--- config.mk ---
export PLATFORM = sky130hd
export DESIGN_NAME = uart_tx_queue_flat
export DESIGN_NICKNAME = d
export VERILOG_FILES = /design/src/rtl/uart_tx_queue_if.sv /design/src/rtl/uart_tx_queue.sv /design/src/flat_wrapper.sv
export SDC_FILE = /design/constraint.sdc
export NUM_CORES = 1
export LEC_CHECK = 0
export BUFFER_PORTS_ARGS = -buffer_cell sky130_fd_sc_hd__buf_4
export CORE_MARGIN = 1.5
export CORE_UTILIZATION = 53
export CTS_CLUSTER_SIZE = 25
export DETAILED_ROUTE_END_ITERATION = 10
export PLACE_DENSITY = 0.73
export SLEW_MARGIN = 0
export SYNTH_ARGS = -nofsm -noshare
export SYNTH_HDL_FRONTEND = slang
export SYNTH_SLANG_ARGS = --single-unit
--- constraint.sdc ---
create_clock -name clk -period 2.85 [get_ports clk]
set_clock_uncertainty 0.2 [all_clocks]
set_input_delay 0.57 -clock clk [delete_from_list [all_inputs] [get_ports clk]]
set_output_delay 0.57 -clock clk [all_outputs]
set_load 0.005 [all_outputs]
--- src/rtl/uart_tx_queue_if.sv ---
// Producer-side and transmitter-side signals of uart_tx_queue.
// UART_TXQ_OVERFLOW_EN adds the sticky overflow flag and its clear input.
interface uart_tx_queue_if #(
    parameter int unsigned DEPTH  = 16,
    parameter int unsigned DATA_W = 8
);
    localparam int unsigned CNT_W = $clog2(DEPTH) + 1;

    logic              wr_en;
    logic [DATA_W-1:0] wr_data;
    logic              full;
    logic              empty;
    logic [CNT_W-1:0]  count;
    logic              tx_done;
    logic              tx_enabled;
    logic [DATA_W-1:0] tx_data;
`ifdef UART_TXQ_OVERFLOW_EN
    logic              overflow;
    logic              ovf_clr;

    modport master (
        output wr_en, wr_data, tx_done, ovf_clr,
        input  full, empty, count, tx_enabled, tx_data, overflow
    );
    modport slave (
        input  wr_en, wr_data, tx_done, ovf_clr,
        output full, empty, count, tx_enabled, tx_data, overflow
    );
`else
    modport master (
        output wr_en, wr_data, tx_done,
        input  full, empty, count, tx_enabled, tx_data
    );
    modport slave (
        input  wr_en, wr_data, tx_done,
        output full, empty, count, tx_enabled, tx_data
    );
`endif
endinterface

--- src/rtl/uart_tx_queue.sv ---
// Byte FIFO plus dispatch FSM feeding a UART transmitter one byte per frame.
// Optional macro UART_TXQ_OVERFLOW_EN adds a sticky overflow flag with ovf_clr.
module uart_tx_queue #(
    parameter int unsigned DEPTH  = 16,
    parameter int unsigned DATA_W = 8
) (
    input  logic           clk,
    input  logic           rstN,
    uart_tx_queue_if.slave bus
);
    localparam int unsigned ADDR_W = $clog2(DEPTH);
    localparam int unsigned CNT_W  = ADDR_W + 1;

    localparam logic [1:0] S_IDLE      = 2'd0;
    localparam logic [1:0] S_LAUNCH    = 2'd1;
    localparam logic [1:0] S_WAIT_DONE = 2'd2;

    logic [DATA_W-1:0] r_mem [DEPTH];
    logic [ADDR_W-1:0] r_wr_ptr;
    logic [ADDR_W-1:0] r_rd_ptr;
    logic [CNT_W-1:0]  r_count;
    logic              r_full;
    logic              r_empty;
    logic [1:0]        r_state;
    logic              r_tx_enabled;
    logic [DATA_W-1:0] r_tx_data;

    logic [1:0]        w_state_nxt;
    logic              w_push;
    logic              w_pop;
    logic [CNT_W-1:0]  w_count_nxt;

    // Full is judged on the start-of-cycle flag, so a same-cycle pop never rescues a push.
    assign w_push      = bus.wr_en && !r_full;
    assign w_count_nxt = r_count + CNT_W'(w_push) - CNT_W'(w_pop);

    // Dispatch FSM: pop on leaving IDLE, pulse in LAUNCH, hold until the frame ends.
    always_comb begin
        w_state_nxt = r_state;
        w_pop       = 1'b0;
        case (r_state)
            S_IDLE: begin
                if (!r_empty) begin
                    w_pop       = 1'b1;
                    w_state_nxt = S_LAUNCH;
                end
            end
            S_LAUNCH:    w_state_nxt = S_WAIT_DONE;
            S_WAIT_DONE: begin
                if (bus.tx_done) begin
                    w_state_nxt = S_IDLE;
                end
            end
            default:     w_state_nxt = S_IDLE;
        endcase
    end

    always_ff @(posedge clk or negedge rstN) begin
        if (!rstN) begin
            r_state <= S_IDLE;
        end else begin
            r_state <= w_state_nxt;
        end
    end

    // Storage carries no reset; occupancy and pointers define what is valid.
    always_ff @(posedge clk) begin
        if (w_push) begin
            r_mem[r_wr_ptr] <= bus.wr_data;
        end
    end

    always_ff @(posedge clk or negedge rstN) begin
        if (!rstN) begin
            r_wr_ptr <= '0;
            r_rd_ptr <= '0;
            r_count  <= '0;
            r_full   <= 1'b0;
            r_empty  <= 1'b1;
        end else begin
            if (w_push) begin
                r_wr_ptr <= r_wr_ptr + ADDR_W'(1);
            end
            if (w_pop) begin
                r_rd_ptr <= r_rd_ptr + ADDR_W'(1);
            end
            r_count <= w_count_nxt;
            r_full  <= (w_count_nxt == CNT_W'(DEPTH));
            r_empty <= (w_count_nxt == '0);
        end
    end

    // tx_data is captured at pop time and held for the whole frame.
    always_ff @(posedge clk or negedge rstN) begin
        if (!rstN) begin
            r_tx_enabled <= 1'b0;
            r_tx_data    <= '0;
        end else begin
            r_tx_enabled <= (w_state_nxt == S_LAUNCH);
            if (w_pop) begin
                r_tx_data <= r_mem[r_rd_ptr];
            end
        end
    end

`ifdef UART_TXQ_OVERFLOW_EN
    logic r_overflow;

    // Clear takes priority over a drop in the same cycle.
    always_ff @(posedge clk or negedge rstN) begin
        if (!rstN) begin
            r_overflow <= 1'b0;
        end else if (bus.ovf_clr) begin
            r_overflow <= 1'b0;
        end else if (bus.wr_en && r_full) begin
            r_overflow <= 1'b1;
        end
    end

    assign bus.overflow = r_overflow;
`endif

    assign bus.full       = r_full;
    assign bus.empty      = r_empty;
    assign bus.count      = r_count;
    assign bus.tx_enabled = r_tx_enabled;
    assign bus.tx_data    = r_tx_data;

endmodule

--- src/flat_wrapper.sv ---
// flat-port wrapper written by rule: the top's interface ports become plain ports
module uart_tx_queue_flat 
#(
    parameter int unsigned DEPTH  = 16,
    parameter int unsigned DATA_W = 8
)
  (clk, rstN, bus_wr_en, bus_wr_data, bus_tx_done, bus_full, bus_empty, bus_count, bus_tx_enabled, bus_tx_data);
  uart_tx_queue_if #(.DEPTH(DEPTH), .DATA_W(DATA_W)) bus_i ();
  input  logic clk;
  input  logic rstN;
  input wire logic [$bits(bus_i.wr_en)-1:0] bus_wr_en;
  input wire logic [$bits(bus_i.wr_data)-1:0] bus_wr_data;
  input wire logic [$bits(bus_i.tx_done)-1:0] bus_tx_done;
  output wire logic [$bits(bus_i.full)-1:0] bus_full;
  output wire logic [$bits(bus_i.empty)-1:0] bus_empty;
  output wire logic [$bits(bus_i.count)-1:0] bus_count;
  output wire logic [$bits(bus_i.tx_enabled)-1:0] bus_tx_enabled;
  output wire logic [$bits(bus_i.tx_data)-1:0] bus_tx_data;
  assign bus_i.wr_en = bus_wr_en;
  assign bus_i.wr_data = bus_wr_data;
  assign bus_i.tx_done = bus_tx_done;
  assign bus_full = bus_i.full;
  assign bus_empty = bus_i.empty;
  assign bus_count = bus_i.count;
  assign bus_tx_enabled = bus_i.tx_enabled;
  assign bus_tx_data = bus_i.tx_data;
  uart_tx_queue #(.DEPTH(DEPTH), .DATA_W(DATA_W)) u_core (.clk(clk), .rstN(rstN), .bus(bus_i));
endmodule
==> metrics.yaml <==
tns_ps: 0
p_int_w: 0.00531
crit_path_cell_trace: "or3_4, inv_4, ha_4, inv_2, ha_4, inv_2, fa_2, inv_2, or3_4, nor4_4"
synth_common_cells: "128 x edfxtp_1, 25 x dfrtp_1, 24 x mux4_2, 22 x nor2_1, 18 x mux2i_1"
worst_path_most_repeated_cell: "inv_2"
max_cap_viol_count: 0
peakVddDrop_mv: 0.964
die_x_um: 111
via_per_inst: 5.79
io_buffers: 27
io_pins: 28
cp_slowest_cell: "fa_2"
final.min_clock_period_ps: 2740
die_h_um: 111
p_leak_nw: 2.68
critPathMaxStageDelay_ps: 530
grt_max_degree: 36
power_density_mw_per_mm2: 1060
gp_congestion: 0.784
htreeDepth: 4
tritoncts: "done"
wl_per_cell_um: 21.6
clk_pin_slew_ps: 70
numCtsBuffers: 17
critPathTopFamily: "simple AND/OR/NAND/NOR gates"
nets: 417
yosys_warnings: 0
drc: 0
clock.fmax_ghz: 0.364
antenna_found_initial: 0
ys_seq_area_share_pct: 72.6
n_antenna_cell: 0
switching_power_w: 0.00248
syn_inst: 336
root_buffer: "clkbuf_16"
post-dp-hpwl_um: 7410
coreArea_mm2: 0.0114
grt_pass1_wl_um: 18600
critPathMaxFanout: 3
ys_async_sr_fraction_pct: 16.9
slew_viol_final: 0
status: "completed"
synth.most_common_cell: "edfxtp_1"
drt-initial-drc-count: 290
clkPwrFrac_pct: 27.4
area_growth_pct: 18.2
slew_headroom_pct: 60.5
crit_buf_inv: 4
cts_sinks: 154
worstHoldPathType: "primary input to register"
finalCritPeriodShare_pct: 96.3
dr.pass1.iters: 4
combPwrFrac_pct: 32.4
ant_nets: 0
cp-end-kind: "register"
finalHoldViolations: 0
dieArea_mm2: 0.0123
start_kind: "register"
drt-total-wl_um: 11900
sw_frac_of_total_pct: 31.8
num_vias: 3185
p_seq_share_pct: 40.2
ys_types: 37
drive_above_1_share_pct: 30.5
syn_area_mm2: 0.00619
fin_hold_ws_ps: 254
synth_fp_nets: 359
fill_cells: 768
rsz0062_at_grt: "no"
synth.area.top_cells: "edfxtp_1 62%, dfrtp_1 10%, mux4_2 8.7%"
critPathKind: "register to register"
yosysTopAreaCellShare_pct: 62.1
worstMarginPinSlew_ps: 592
initial_core_util_pct: 54.2
globalRouteOverflowTotal: 0
worst_ep_required_time_ps: 2980
num_rows: 39
grtUsageTotal_pct: 21.1
clk_latency_ps: 420
ys_ff_latch: 154
setup_viol: 0
clock_path_buffers: 2
avgSynthCellArea_um2: 18.4
grt_pass1_vias: 3403
synthFlopType: "edfxtp_1"
synth_edf_count: 128
arrival_ps: 2880
synth_top_cell_by_area: "edfxtp_1"
[per-stage QoR]
stage                     area (um^2)  total power, W  setup slack [ps]  instances  util, %
final                            7320         0.00779               106        550     64.1
after global routing             7320         0.00820              13.1        550     64.1
after CTS                        7250         0.00765              22.0        548     63.5
after detailed placement         6670         0.00550              35.8        515     58.4
after global placement           6670         0.00539               129        515     58.4
after floorplan                  6190         0.00476               151        336        -
[final timing paths]
kind	start	end	slack, ps	cells after the start
worst max-delay path	u_core.r_state[0]$_DFF_PN0_	u_core.bus.empty$_DFF_PN1_	110	10
max in group asynchronous	rstN	u_core.bus.empty$_DFF_PN1_	1730	2
worst min register to register	u_core.bus.tx_data[2]$_DFFE_PN0P_	u_core.bus.tx_data[2]$_DFFE_PN0P_	310	2
worst min-delay path	bus_wr_data[4]	u_core.r_mem[12][4]$_DFFE_PP_	250	1
min in group asynchronous	rstN	u_core.bus.count[0]$_DFF_PN0_	410	2
worst max register to register	u_core.r_state[0]$_DFF_PN0_	u_core.bus.empty$_DFF_PN1_	110	10
[layout make-up]
cell class	instances	area (um^2)	area share [%]
repair buffers	56	435	5.95
clock inverters	15	139	1.90
multi-input cells	151	1590	21.7
clock buffers	17	425	5.81
inverters	14	55.1	0.752
flip-flops and latches	154	4500	61.4
well taps	143	179	2.44
[cell usage in the layout (no fill, tap or decap), types with 3 or more instances in the layout]
master      synthesis  layout
edfxtp_1          128     128
buf_4               0      54
mux4_2             24      24
dfrtp_1            25      24
nor2_1             22      22
mux2i_1            18      18
clkbuf_16           0      17
nand2_1            15      15
inv_1              14      10
nor3_1             10      10
xnor2_1             8       8
ha_1               10       8
a211o_1             6       6
mux4_1              5       5
inv_6               0       4
inv_2               0       3
mux2_2              3       3
nand3b_1            3       3
nand4_1             3       3
clkinv_1            0       3
clkinvlp_4          0       3
[flip-flops by register name, summed over array words and instances, names as in the netlist]
register,cells
u_core.bus.tx_enabled,1
u_core.bus.empty,1
u_core.bus.tx_data,8
u_core.r_state,2
u_core.r_wr_ptr,4
u_core.r_mem,128
u_core.r_rd_ptr,4
u_core.bus.count,5
u_core.bus.full,1
[cell families after synthesis]
kind of cell,after synthesis,synth area share (%)
buffers and inverters,31,2.67
and+or+nand+nor,66,5.01
muxes,50,14.3
adders and majority gates,11,2.34
DFF,154,72.6
xor gates and xnor gates,9,1.27
AOI/OAI and AO/OA,15,1.82
[power groups by stage]
stage | logic, W | clock network, W | registers [W]
after floorplan | 0.00177 | 0 | 0.00299
after global placement | 0.00224 | 0 | 0.00315
after detailed placement | 0.00232 | 0 | 0.00318
after CTS | 0.00235 | 0.00216 | 0.00314
after global routing | 0.00277 | 0.00226 | 0.00318
final | 0.00252 | 0.00213 | 0.00313
[layer usage]
metal,vias up,wire (um),GRT usage (%)
met1,1639,4730,26.3
met3,13,754,5.52
met5,-,0,0
met2,108,6240,34.5
met4,0,182,10.4
li1,1425,-,-
[repair_timing]
action / in CTS / in global routing
endpoints found under the hold margin: 25 / 0
hold buffers: 1 / 0
resized for setup: 0 / 15
setup endpoints to repair: 0 / 3
setup buffers: 0 / 2
(Power assumes the default switching activity.)
